$ cat config.mk
export PLATFORM = sky130hd
export DESIGN_NAME = branch_predict_pc_source
export DESIGN_NICKNAME = d
export VERILOG_FILES = /design/src/rtl/branch_predict_pc_source.sv
export SDC_FILE = /design/constraint.sdc
export NUM_CORES = 1
export LEC_CHECK = 0
export BUFFER_PORTS_ARGS = -buffer_cell sky130_fd_sc_hd__buf_2
export CORE_UTILIZATION = 40
export CTS_CLUSTER_DIAMETER = 80
export DETAILED_ROUTE_END_ITERATION = 16
export SLEW_MARGIN = 0
export SYNTH_ARGS = -nofsm -noshare
export SYNTH_HDL_FRONTEND = slang
export SYNTH_SLANG_ARGS = --single-unit
$ cat constraint.sdc
create_clock -name clk -period 4.4 [get_ports clk]
set_input_delay 0.22 -clock clk [delete_from_list [all_inputs] [get_ports clk]]
set_output_delay 0.22 -clock clk [all_outputs]
set_load 0.02 [all_outputs]
$ cat src/rtl/branch_predict_pc_source.sv
// Resolves EX branches/jumps against a bimodal BHT and selects the next PC source.
// Latency: resolve and prediction are combinational, state updates at the edge; backpressure: none.
module branch_predict_pc_source #(
   parameter int PC_W      = 32,
   parameter int BHT_DEPTH = 16,
   parameter int CTR_W     = 2
) (
   input  logic            clk,
   input  logic            rst_n,
   input  logic [PC_W-1:0] fetch_pc,
   output logic            pred_taken,
   input  logic            ex_valid,
   input  logic            ex_branch,
   input  logic            ex_jump,
   input  logic            ex_jalr,
   input  logic [PC_W-1:0] ex_pc,
   input  logic            ex_pred_taken,
   input  logic [2:0]      f3,
   input  logic            zero,
   input  logic            lt,
   input  logic            ltu,
   output logic [1:0]      pc_src,
   output logic            flush,
   output logic            illegal_f3,
   input  logic            stats_clr,
   output logic [15:0]     branch_cnt,
   output logic [15:0]     mispred_cnt
);
   localparam int IDX_W = $clog2(BHT_DEPTH);
   localparam logic [CTR_W-1:0] CTR_INIT = CTR_W'((1 << (CTR_W - 1)) - 1);
   localparam logic [CTR_W-1:0] CTR_MAX  = {CTR_W{1'b1}};

   typedef enum logic {ST_RUN, ST_SQUASH} state_t;

   state_t           state, state_nxt;
   logic [CTR_W-1:0] bht [BHT_DEPTH];
   logic [IDX_W-1:0] fetch_idx, ex_idx;
   logic             v, cond, bad_f3, counted, bht_we;
   logic             unused_pc_bits;

   assign fetch_idx  = fetch_pc[IDX_W+1:2];
   assign ex_idx     = ex_pc[IDX_W+1:2];
   assign pred_taken = bht[fetch_idx][CTR_W-1];
   assign unused_pc_bits = ^{fetch_pc[PC_W-1:IDX_W+2], fetch_pc[1:0],
                             ex_pc[PC_W-1:IDX_W+2], ex_pc[1:0]};

   always_ff @(posedge clk or negedge rst_n) begin
      if (!rst_n) state <= ST_RUN;
      else        state <= state_nxt;
   end

   // Jump outranks branch, branch outranks jalr; the slot after any redirect is wrong-path.
   always_comb begin
      pc_src     = 2'b00;
      flush      = 1'b0;
      illegal_f3 = 1'b0;
      cond       = 1'b0;
      bad_f3     = 1'b0;
      counted    = 1'b0;
      bht_we     = 1'b0;
      v          = ex_valid && (state == ST_RUN);
      case (f3)
         3'b000:  cond = zero;
         3'b001:  cond = ~zero;
         3'b100:  cond = lt;
         3'b101:  cond = ~lt;
         3'b110:  cond = ltu;
         3'b111:  cond = ~ltu;
         default: bad_f3 = 1'b1;
      endcase
      if (v) begin
         illegal_f3 = ex_branch & bad_f3;
         if (ex_jump) begin
            pc_src = 2'b01;
            flush  = 1'b1;
         end else if (ex_branch) begin
            counted = 1'b1;
            bht_we  = ~bad_f3;
            if (cond != ex_pred_taken) begin
               flush  = 1'b1;
               pc_src = cond ? 2'b01 : 2'b11;
            end
         end else if (ex_jalr) begin
            pc_src = 2'b10;
            flush  = 1'b1;
         end
      end
      state_nxt = (v && flush) ? ST_SQUASH : ST_RUN;
   end

   always_ff @(posedge clk or negedge rst_n) begin
      if (!rst_n) begin
         for (int i = 0; i < BHT_DEPTH; i++) bht[i] <= CTR_INIT;
      end else if (bht_we) begin
         if (cond && (bht[ex_idx] != CTR_MAX))
            bht[ex_idx] <= bht[ex_idx] + CTR_W'(1);
         else if (!cond && (bht[ex_idx] != '0))
            bht[ex_idx] <= bht[ex_idx] - CTR_W'(1);
      end
   end

   always_ff @(posedge clk or negedge rst_n) begin
      if (!rst_n) begin
         branch_cnt  <= '0;
         mispred_cnt <= '0;
      end else if (stats_clr) begin
         branch_cnt  <= '0;
         mispred_cnt <= '0;
      end else begin
         if (counted && (branch_cnt != 16'hFFFF))
            branch_cnt <= branch_cnt + 16'd1;
         if (counted && flush && (mispred_cnt != 16'hFFFF))
            mispred_cnt <= mispred_cnt + 16'd1;
      end
   end
endmodule

After elaboration in Yosys (flattened, before gate mapping)
Index checks and enable logic that the tools add are counted.
- flip-flop bits (word level): 65
- input port bits: 78
- output and inout port bits: 37
- word-level logic and storage cells: 95
- add/subtract/negate cells: 4
- $lt $le $gt $ge: 3
- equality and inequality tests: 9
- mux-type cells: 37
- bitwise gates (word level): 7
- reductions and logical operators: 16
- operators with widths (operator ; number):
    bitwise mux 32 bit ; 2
    two-way mux 16 bit ; 4
    two-way mux 32 bit ; 2
    adder 16 x 1 -> 16 bit, second input constant ; 2
    != test 16 bit, second input constant ; 2
    two-way mux 2 bit ; 11
    binary-select mux 2 bit (select 4 bit) ; 2
    two-way mux 1 bit ; 14
    equality test 3 bit, second input constant ; 4
    >= comparator 5 bit, second input constant ; 2
    NOT 4 -> 5 bit ; 2
    demux 2 bit (select 4 bit) ; 1
    logical AND 1 bit ; 8
    nonzero test 2 bit ; 4
    case mux 1 bit (6 select lines) ; 1
    OR reduction 6 bit ; 1
    less-than comparator 5 x 1 -> 1 bit, second input constant ; 1
    NOT 1 bit ; 4
    equality test 3 x 1 -> 1 bit, second input constant ; 1
    logical NOT 3 bit ; 1
    adder 2 x 1 -> 2 bit, second input constant ; 1
    != test 2 bit, second input constant ; 1
    AND reduction 2 bit ; 1
    subtractor 2 x 1 -> 2 bit, second input constant ; 1
    other kinds (3) ; 3

Longest topological paths before layout
- depth in word-level cells: 11
- gate-level depth with buffers: 14
- gate-level depth less buffers: 11

Worst setup path before layout
Ideal clock, no wire load.
- kind: input port to flip-flop
- from: in ex_pc[2]
- to: reg bht[17] (netlist name)
- library setup time: 128 ps
- data arrival time: 3081 ps
- data required time: 4272 ps
- path slack: 1192 ps
- stages: 14
- buffers on the path: 3
- cell sequence: buf_4 mux4_2 nand2_1 nand3_1 o21ai_1 buf_2 inv_1 ha_1 and3_1 a211oi_2 o311ai_4 buf_6 nor3_2 mux2_1
- longest elaborated chain between the ends: 8
- elaborated cells between the ends (all ways): 21
- those cells by class: add/sub: 2; order compare: 2; eq/ne: 1; mux: 9; bitwise: 1; reduce/logical: 6
- ends and longest elaborated chain (element ; line ; text):
    start: declaration ; 16 ; input logic [PC_W-1:0] ex_pc,
    NOT 4 -> 5 bit (not written as such) (*) ; - ;
    binary-select mux 2 bit (select 4 bit) (tied with other cells) ; - ;
    two-way mux 2 bit (not written as such) or logical AND 1 bit (tied branches) ; - ;
    two-way mux 2 bit (on tied branches) ; - ;
    subtractor 2 x 1 -> 2 bit (tied with other cells) ; 98 ; bht[ex_idx] <= bht[ex_idx] - CTR_W'(1);
    bitwise mux 32 bit (tied with other cells) ; 98 ;
    two-way mux 32 bit or nonzero test 2 bit (tied branches) ; - ;
    two-way mux 32 bit or AND reduction 2 bit (tied branches) ; - ;
    end signal: indexed assignment ; 96 ; bht[ex_idx] <= bht[ex_idx] + CTR_W'(1);
    end signal: indexed assignment ; 98 ;
    end: declaration ; 36 ; logic [CTR_W-1:0] bht [BHT_DEPTH];
Mark *: on every way between the ends. The rest lies on a longest branch, timed or not. The select of a mux whose other input is x is not followed.
A chain may end at the register's enable or synchronous reset.

Worst setup path in the final report
- from: reg bht[23] (netlist name)
- to: reg bht[29] (netlist name)
- longest elaborated chain between the ends: 7
- elaborated cells between the ends (all ways): 15
- those cells by class: add/sub: 2; eq/ne: 1; mux: 7; reduce/logical: 5
- ends and longest elaborated chain (element ; line):
    binary-select mux 2 bit (select 4 bit) (*) ; -
    two-way mux 2 bit (not written as such) (*) (2 in a row) ; -
    subtractor 2 x 1 -> 2 bit (tied with other cells) ; 98
    bitwise mux 32 bit (tied with other cells) ; 98
    two-way mux 32 bit or nonzero test 2 bit (tied branches) ; -
    two-way mux 32 bit or AND reduction 2 bit (tied branches) ; -
Marked as above.

==> results.cfg <==
[run_status]
outcome = finished, final reports clean

[floorplan]
core_region_area_um2 = 8890
chip_height_um = 98.7
initial_core_utilization = 0.421
placement_rows = 34
design.die.area_um2 = 9740
io_pins = 115
die_x_um = 98.7

[route]
drt_iter0_markers = 79
antenna_left = 0
via_per_inst = 5.47
detail_route.drc_violations = 0
post_dr_wirelength_cell_um = 15.8
firstDrtPassIters = 4
totalWireLength_um = 7930
vias = 2753

[power_and_ir_drop]
irDropWorstVdd_mv = 0.152
power_density_nw_per_um2 = 321
leakage_power_summed_over_all_cells_nw = 1.91
p_total_mw = 1.40

[placed_design]
place_hpwl_um = 5530
portBuffers = 58
place_ws_ns = 0.740
place_congestion = 0.813

[global_routing]
grt_pass1_vias = 2687
largest_net_degree_at_the_start_of_global_routing = 66
track_usage = 0.177
grt_first_pass_wirelength_um = 13500
gr-total-overflow = 0
grt_antenna_before_repair = 0

[setup_path]
worst_path_fanout_max = 16
critical_path_required_ns = 4.62
critical_path.startpoint_type = register
crit_path_class = register to register
rr_worst_depth = 8
timing.reg2reg.setup_slack_ns = 1.02
rr_startpoint = bht[23]
arrival_ns = 3.61
r2r-end = bht[29]
setup.worst_path.end_class = register

[yosys]
async_flop_share = 1.00
synth_fa_ha_area_frac = 0.0167
yosys_most_used_dff = dfrtp_1
postSynthNetCount = 413
synthTopCellsByArea = dfrtp_1 33%, dfstp_2 11%, mux4_2 8.4%
synth_largest_type_area_fraction = 0.328
post_synth_mux_area_share = 0.191
synth-compound-area-share = 0.0455
yosys_register_bits = 65
netlist_instances = 330
synthesis.area_per_instance_um2 = 11.3
syn-cell-area_um2 = 3740
synth_top_area_cell = dfrtp_1
synth-seq-area-share = 0.440
synth.lib_cells_used.distinct = 51
synth_top_family_by_area = simple AND/OR/NAND/NOR gates
edff_count_synth = 0
synth_xor_area_frac = 0.0703
post_synth_and_or_nand_nor_area_fraction = 0.213
number_of_warning_messages_in_the_yosys_log = 0

[clock_network]
cts_max_level = 3
root_buffer_selected_by_cts = clkbuf_8
cts_max_path_buffers = 2
cts_num_sinks = 65
post_cts_resized = 0
post_cts_buffers = 0
cts_hold_buf = 0
clk_pin_slew_ns = 0.08
tritoncts_clock_tree = yes
cts-buffers-inserted = 9
worst_skew_pair.late_latency_ns = 0.34

[sta]
hold_viol_final = 0
fin_crit_ns = 3.38
finalHoldWorstSlack_ns = 0.0391
timing.final.max_slew_violations = 0
postLayoutSetupSlackWorst_ns = 1.02
worst-slew-pin-transition_ns = 0.986
finalClockSkew_ns = 0.00931
clock.fmax_ghz = 0.295
setup_total_negative_slack_ns = 0
final-setup-viol-count = 0
fin_crit_sh = 0.769
maxSlewHeadroom = 0.341
rsz_0062_raised_after_global_routing = no

[job]
max_cap_viol_count = 0

[min_path]
hold_class = primary input to asynchronous set/reset pin

[layout]
final_antenna_diode_count = 0
final_core_utilization = 0.490
area_growth_pct = 16.4
fin_nets = 473
drive_gt1_frac = 0.347
[kinds of logic after synthesis]
kind of cell,count (synthesis)
compound gates,23
xor+xnor,30
fa+ha+maj,5
buf+inv,19
flops,65
mux,50
simple gates,138
[layout make-up]
cell class | count | area [um^2]
clock buffers | 12 | 145
clock inverters | 4 | 76.3
fillers | 795 | 4540
inverters | 6 | 22.5
multi-input cells | 246 | 2010
flip-flops and latches | 65 | 1650
well taps | 108 | 135
repair buffers | 62 | 320
[cell usage in the layout, fill, tap and decap left out, drive strengths merged, types with 4 or more instances in the layout]
master and n:
a21oi 5, and3 4, buf 62, clkbuf 12, dfrtp 49, dfstp 16
ha 5, inv 6, mux2 32, mux2i 4, mux4 14, nand2 20
nand2b 6, nand3 10, nand4 14, nor2 35, nor3 21, nor4 8
o21ai 7, xnor2 15, xor2 15
[report_power, final]
part,switching (mW),internal (mW)
logic,0.0978,0.0743
clock network,0.234,0.336
registers,0.0181,0.637
[per-layer routing]
| metal | global-route usage | wire, um | vias to the layer above |
|---|---|---|---|
| met5 | 0 | 0 | - |
| met4 | 0.0586 | 124 | 0 |
| met3 | 0.0426 | 307 | 11 |
| met2 | 0.276 | 3720 | 62 |
| met1 | 0.244 | 3780 | 1355 |
| li1 | - | - | 1325 |
[stage by stage]
step | area, um^2 | instances
after CTS | 4350 | 503
after floorplan | 3740 | 330
after global placement | 4130 | 487
final | 4350 | 503
after global routing | 4350 | 503
after detailed placement | 4130 | 487
[cells in the mapped netlist, drive strengths merged (4+ instances only)]
library cell / instances
nand4: 14
a21oi: 5
mux2i: 4
nor2: 35
xor2: 15
buf: 6
dfrtp: 49
nor4: 8
dfstp: 16
and3: 4
ha: 5
inv: 6
xnor2: 15
nand3: 10
nand2: 20
clkbuf: 7
nand2b: 6
nor3: 21
mux4: 14
o21ai: 7
mux2: 32
[worst max-delay path by stage]
stage,end,start
final,bht[29],bht[23]
after CTS,bht[29],bht[17]
after global routing,bht[25],bht[17]
after detailed placement,bht[29],ex_pc[2]
after floorplan,bht[17],ex_pc[2]
after global placement,bht[29],ex_pc[2]
[critical path, stage by stage (launching register included)]
cell and delay [ns]:
dfrtp_1 0.40, mux4_2 0.48, mux4_2 0.51, ha_1 0.23, and3_1 0.20, a211oi_2 0.29
o311ai_4 0.34, nor4_2 0.43, mux2_2 0.38
(Power assumes the default switching activity.)
